==> config.mk <==
export PLATFORM = sky130hd
export DESIGN_NAME = universal_shift_register_flat
export DESIGN_NICKNAME = d
export VERILOG_FILES = /design/src/rtl/universal_shift_register_if.sv /design/src/rtl/universal_shift_register.sv /design/src/flat_wrapper.sv
export SDC_FILE = /design/constraint.sdc
export NUM_CORES = 1
export LEC_CHECK = 0
export ABC_AREA = 1
export ABC_CLOCK_PERIOD_IN_PS = 3100
export BUFFER_PORTS_ARGS = -buffer_cell sky130_fd_sc_hd__buf_2
export CAP_MARGIN = 40
export CORE_AREA = 3 3 87 89
export DETAILED_ROUTE_END_ITERATION = 6
export DIE_AREA = 0 0 90 92
export PLACE_DENSITY = 0.94
export SLEW_MARGIN = 20
export SYNTH_ARGS = -nofsm -noshare
export SYNTH_HDL_FRONTEND = slang
export SYNTH_SLANG_ARGS = --single-unit
==> constraint.sdc <==
create_clock -name clk -period 3.1 [get_ports clk]
set_input_delay 0.465 -clock clk [delete_from_list [all_inputs] [get_ports clk]]
set_output_delay 0.465 -clock clk [all_outputs]
set_load 0.05 [all_outputs]
==> src/rtl/universal_shift_register_if.sv <==
// Control/data bundle for universal_shift_register.
// slave: en, mode, load_data, ser_in, start, shamt in; Q, ser_out_l/r, sticky, busy, done out.
interface universal_shift_register_if #(
  parameter int WIDTH = 32,
  parameter int SW    = $clog2(WIDTH) + 1
);
  logic             en;
  logic [2:0]       mode;
  logic [WIDTH-1:0] load_data;
  logic             ser_in;
  logic             start;
  logic [SW-1:0]    shamt;
  logic [WIDTH-1:0] Q;
  logic             ser_out_l;
  logic             ser_out_r;
  logic             sticky;
  logic             busy;
  logic             done;

  modport master (
    output en, mode, load_data, ser_in, start, shamt,
    input  Q, ser_out_l, ser_out_r, sticky, busy, done
  );

  modport slave (
    input  en, mode, load_data, ser_in, start, shamt,
    output Q, ser_out_l, ser_out_r, sticky, busy, done
  );
endinterface

==> src/rtl/universal_shift_register.sv <==
// Width-parametric shift/rotate register with load and sequenced shift.
// Ports: clk, rst_n (async low); bus (slave) carries controls and results.
module universal_shift_register #(
  parameter int WIDTH = 32,
  parameter int SW    = $clog2(WIDTH) + 1
) (
  input logic clk,
  input logic rst_n,
  universal_shift_register_if.slave bus
);

  localparam logic [2:0] M_HOLD = 3'b000;
  localparam logic [2:0] M_LOAD = 3'b001;
  localparam logic [2:0] M_SLL  = 3'b010;
  localparam logic [2:0] M_SRL  = 3'b011;
  localparam logic [2:0] M_SRA  = 3'b100;
  localparam logic [2:0] M_ROL  = 3'b101;
  localparam logic [2:0] M_ROR  = 3'b110;

  typedef enum logic [1:0] {
    IDLE = 2'd0,
    RUN  = 2'd1,
    DONE = 2'd2
  } state_t;

  state_t           r_state, w_nstate;
  logic [WIDTH-1:0] r_q, w_nq;
  logic             r_sticky, w_nsticky;
  logic [SW-1:0]    r_cnt, w_ncnt;
  logic [2:0]       r_mode, w_nmode;
  logic             r_ser, w_nser;

  logic             w_is_shift;
  logic [SW-1:0]    w_clamp;

  function automatic logic [WIDTH-1:0] f_step(
    input logic [WIDTH-1:0] q,
    input logic [2:0]       op,
    input logic             sin
  );
    logic [WIDTH-1:0] r;
    r = q;
    case (op)
      M_SLL:   r = {q[WIDTH-2:0], sin};
      M_SRL:   r = {sin, q[WIDTH-1:1]};
      M_SRA:   r = {q[WIDTH-1], q[WIDTH-1:1]};
      M_ROL:   r = {q[WIDTH-2:0], q[WIDTH-1]};
      M_ROR:   r = {q[0], q[WIDTH-1:1]};
      default: r = q;
    endcase
    return r;
  endfunction

  // Right shifts fold the outgoing LSB into sticky for rounding.
  function automatic logic f_sticky(
    input logic       s,
    input logic [2:0] op,
    input logic       lsb
  );
    return s | (((op == M_SRL) || (op == M_SRA)) & lsb);
  endfunction

  assign w_is_shift = (bus.mode >= M_SLL) && (bus.mode <= M_ROR);
  assign w_clamp    = (bus.shamt > SW'(WIDTH)) ? SW'(WIDTH)
                                               : bus.shamt;

  always_comb begin
    w_nstate  = r_state;
    w_nq      = r_q;
    w_nsticky = r_sticky;
    w_ncnt    = r_cnt;
    w_nmode   = r_mode;
    w_nser    = r_ser;
    unique case (r_state)
      IDLE: begin
        if (bus.en) begin
          if (bus.start && w_is_shift) begin
            w_nmode   = bus.mode;
            w_nser    = bus.ser_in;
            w_nsticky = 1'b0;
            w_ncnt    = w_clamp;
            w_nstate  = (w_clamp == '0) ? DONE : RUN;
          end else if (bus.mode == M_LOAD) begin
            w_nq      = bus.load_data;
            w_nsticky = 1'b0;
          end else begin
            w_nq      = f_step(r_q, bus.mode, bus.ser_in);
            w_nsticky = f_sticky(r_sticky, bus.mode, r_q[0]);
          end
        end
      end
      RUN: begin
        if (bus.en) begin
          w_nq      = f_step(r_q, r_mode, r_ser);
          w_nsticky = f_sticky(r_sticky, r_mode, r_q[0]);
          w_ncnt    = r_cnt - SW'(1);
          if (r_cnt == SW'(1)) w_nstate = DONE;
        end
      end
      DONE: w_nstate = IDLE;
      default: w_nstate = IDLE;
    endcase
  end

  always_ff @(posedge clk or negedge rst_n) begin
    if (!rst_n) begin
      r_state  <= IDLE;
      r_q      <= '0;
      r_sticky <= 1'b0;
      r_cnt    <= '0;
      r_mode   <= M_HOLD;
      r_ser    <= 1'b0;
    end else begin
      r_state  <= w_nstate;
      r_q      <= w_nq;
      r_sticky <= w_nsticky;
      r_cnt    <= w_ncnt;
      r_mode   <= w_nmode;
      r_ser    <= w_nser;
    end
  end

  assign bus.Q         = r_q;
  assign bus.ser_out_l = r_q[WIDTH-1];
  assign bus.ser_out_r = r_q[0];
  assign bus.sticky    = r_sticky;
  assign bus.busy      = (r_state == RUN);
  assign bus.done      = (r_state == DONE);

endmodule

==> src/flat_wrapper.sv <==
// flat-port wrapper written by rule: the top's interface ports become plain ports
module universal_shift_register_flat 
#(
  parameter int WIDTH = 32,
  parameter int SW    = $clog2(WIDTH) + 1
)
  (clk, rst_n, bus_en, bus_mode, bus_load_data, bus_ser_in, bus_start, bus_shamt, bus_Q, bus_ser_out_l, bus_ser_out_r, bus_sticky, bus_busy, bus_done);
  universal_shift_register_if #(.WIDTH(WIDTH), .SW(SW)) bus_i ();
  input logic clk;
  input logic rst_n;
  input wire logic [$bits(bus_i.en)-1:0] bus_en;
  input wire logic [$bits(bus_i.mode)-1:0] bus_mode;
  input wire logic [$bits(bus_i.load_data)-1:0] bus_load_data;
  input wire logic [$bits(bus_i.ser_in)-1:0] bus_ser_in;
  input wire logic [$bits(bus_i.start)-1:0] bus_start;
  input wire logic [$bits(bus_i.shamt)-1:0] bus_shamt;
  output wire logic [$bits(bus_i.Q)-1:0] bus_Q;
  output wire logic [$bits(bus_i.ser_out_l)-1:0] bus_ser_out_l;
  output wire logic [$bits(bus_i.ser_out_r)-1:0] bus_ser_out_r;
  output wire logic [$bits(bus_i.sticky)-1:0] bus_sticky;
  output wire logic [$bits(bus_i.busy)-1:0] bus_busy;
  output wire logic [$bits(bus_i.done)-1:0] bus_done;
  assign bus_i.en = bus_en;
  assign bus_i.mode = bus_mode;
  assign bus_i.load_data = bus_load_data;
  assign bus_i.ser_in = bus_ser_in;
  assign bus_i.start = bus_start;
  assign bus_i.shamt = bus_shamt;
  assign bus_Q = bus_i.Q;
  assign bus_ser_out_l = bus_i.ser_out_l;
  assign bus_ser_out_r = bus_i.ser_out_r;
  assign bus_sticky = bus_i.sticky;
  assign bus_busy = bus_i.busy;
  assign bus_done = bus_i.done;
  universal_shift_register #(.WIDTH(WIDTH), .SW(SW)) u_core (.clk(clk), .rst_n(rst_n), .bus(bus_i));
endmodule
==> flow_summary.toml <==
[logic_synthesis]
synth-async-reset-ratio_pct = 100
syn_area_per_cell_sq_um = 5.62
yosys_warnings = 0
synth_ff_type = "dfrtp_1"
synth_cells = 744
synth_nets = 792
synth-edff-count = 0
synth_area_sq_mm = 0.00418
ys_seq_area_share_pct = 26.9
ys_ff_latch = 45
synth.distinct_cells = 24

[layout]
fin_nets = 844
n_antenna_cell = 0
drive_gt1_share_pct = 14.3
fill_cells = 639
mostFrequentLayoutCells = "nand2_1 (325), nand3_1 (107), inv_1 (95)"
area_delta_synth_final_pct = 9.88
final_common_cell = "nand2_1"

[place]
dpl.hpwl_um = 7630
io_buffer_count = 82
gp_congestion = 0.865

[timing]
hold_viol = 0
worstMarginPinSlew_ns = 0.649
timing.fmax_mhz = 462
fin_crit_sh_pct = 69.7
fin_tns_setup_ns = 0
finalSetupViolations = 0
relSlewSlack_pct = 56.7
min_period_ns = 2.16
skew_ns = 0.0128
rsz0062_at_grt = "false"
drv_slew = 0
hold_ws_ns = 0.0936

[power_and_ir_drop]
swShare_pct = 59.1
clockPowerShare_pct = 7.6
peakVddDrop_uv = 676
p_leak_nw = 2.86
p_seq_share_pct = 25.6
combinationalPowerShare_pct = 66.9
p_switching_mw = 2.84
internal_power_mw = 1.96
power.density_mw_per_mm2 = 1050

[die]
fp.dieH_um = 92
dieArea_sq_mm = 0.00828
io_pins = 83
rows = 30
fp.dieW_um = 90
core_sq_mm = 0.00683
initial_core_util_pct = 61.2

[critical_path]
end_kind = "output pin"
r2r_slack_ns = 0.95
crit_path_start_kind = "flip-flop"
cp_max_fo = 27
required_ns = 2.63
crit_arrival_ns = 1.70
crit_type = "flip-flop to output pin"

[route]
drc_errors = 0
drt-total-wl_um = 11100
dr.pass1.iters = 5
ant_nets = 0
vias = 4718
drt-initial-drc-count = 525
wl_per_cell_um = 12.4
avgViaCountPerCell = 5.28

[cts]
hold_buffers = 0
path_clk_slew_ns = 0.10
cts_buffers = 5
cts.repair.resized = 0
cts_root_buffer = "clkbuf_8"
clk_latency_ns = 0.30
cts_tree = "done"
cts_buffer_depth = 2
clock_sinks = 45
htreeDepth = 2
cts_setup_buffers = 0

[global_routing]
grt_usage_pct = 27.3
grt-busiest-layer = "met2"
overflow = 0
grt_use_met3_pct = 2.95
use_met1_pct = 35.4
use_met2_pct = 47.0
grt_antenna_before_repair = 0
grt_pass1_vias = 4400
grt_pass1_wl_um = 19300
grt_max_degree = 66

[flow_run]
maxCapViolations = 0

[hold_path]
hold_class = "primary input to async pin"

[run_status]
status = "complete, no violations"
## flip-flops by register name (all words and copies together) (netlist names)
name and flops:
u_core.r_cnt 6, u_core.r_ser 1, u_core.r_state 2, u_core.bus.sticky 1, u_core.bus.Q 32, u_core.r_mode 3
## Yosys cell counts, drive strengths merged, types with 2 or more instances
master  count  area (sq um)
nand4      10          62.6
o21ai      51           255
dfrtp      45          1130
nor2       18          80.1
nand3     112           588
inv       102           383
a21oi       3          15.0
o22ai       2          12.5
nand2     325          1220
clkinv     24          90.1
clkbuf     12          45.0
ha          2          25.0
buf        34           248
## power by group through the flow
stage / combinational, mW / sequential, mW / clock, mW
6_report: 3.21 / 1.23 / 0.363
5_1_grt: 3.61 / 1.27 / 0.394
4_1_cts: 3.19 / 1.21 / 0.366
3_5_place_dp: 3.18 / 1.22 / 0
3_3_place_gp: 3.04 / 1.21 / 0
2_1_floorplan: 2.13 / 1.70 / 0
## worst max-delay path, stage by stage (launching register included)
cell and delay [ns]:
dfrtp_1 0.40, inv_1 0.09, nor2_2 0.08, buf_4 0.21, buf_4 0.31, buf_2 0.32
## stage by stage
stage          power, mW  std cells  setup WS, ns  area, sq um  utilization (%)
6_report            4.80        893         0.938         4590             67.2
5_1_grt             5.27        893         0.705         4590             67.2
4_1_cts             4.77        893         0.944         4590             67.2
3_5_place_dp        4.41        885         0.996         4510             66.0
3_3_place_gp        4.25        883          1.09         4470             65.5
2_1_floorplan       3.83        744          1.56         4180                -
## worst paths after layout
path / startpoint / to / depth (start not counted)
setup / recovery: u_core.r_state[0]$_DFFE_PN0P_ / bus_busy / 5
hold / removal: rst_n / u_core.bus.Q[25]$_DFFE_PN0P_ / 1
setup reg to reg: u_core.r_mode[0]$_DFFE_PN0P_ / u_core.bus.Q[7]$_DFFE_PN0P_ / 9
hold reg to reg: u_core.r_ser$_DFFE_PN0P_ / u_core.r_ser$_DFFE_PN0P_ / 2
max in group asynchronous: rst_n / u_core.bus.Q[12]$_DFFE_PN0P_ / 2
min in group clk: bus_ser_in / u_core.r_ser$_DFFE_PN0P_ / 3
## cell type report
cell class / instances / area [sq um] / share of cell area, %
clock buffers: 6 / 72.6 / 1.58
clock inverters: 2 / 10.0 / 0.218
inverters: 126 / 473 / 10.3
multi-input cells: 527 / 2290 / 49.9
flip-flops and latches: 45 / 1130 / 24.5
well taps: 96 / 120 / 2.62
repair buffers: 91 / 498 / 10.8
## routing by layer
metal | wire length (um) | part of all wire (%) | vias up
met2 | 5210 | 47 | 228
met1 | 4700 | 42 | 2085
met3 | 919 | 8.3 | 32
li1 | - | - | 2373
met4 | 251 | 2.3 | 0
met5 | 0 | 0 | -
## cell families (layout without fill, tap and decap cells)
kind of cell             count (synthesis)  in the layout  share of synthesized area [%]
flip-flops                              45             45                           26.9
AND/OR/NAND/NOR                        466            466                           46.8
adder cells (fa/ha/maj)                  2              2                          0.599
AO/OA/AOI/OAI                           59             59                           7.31
buffers and inverters                  172            225                           18.3
Power figures use the tool's default switching activity.
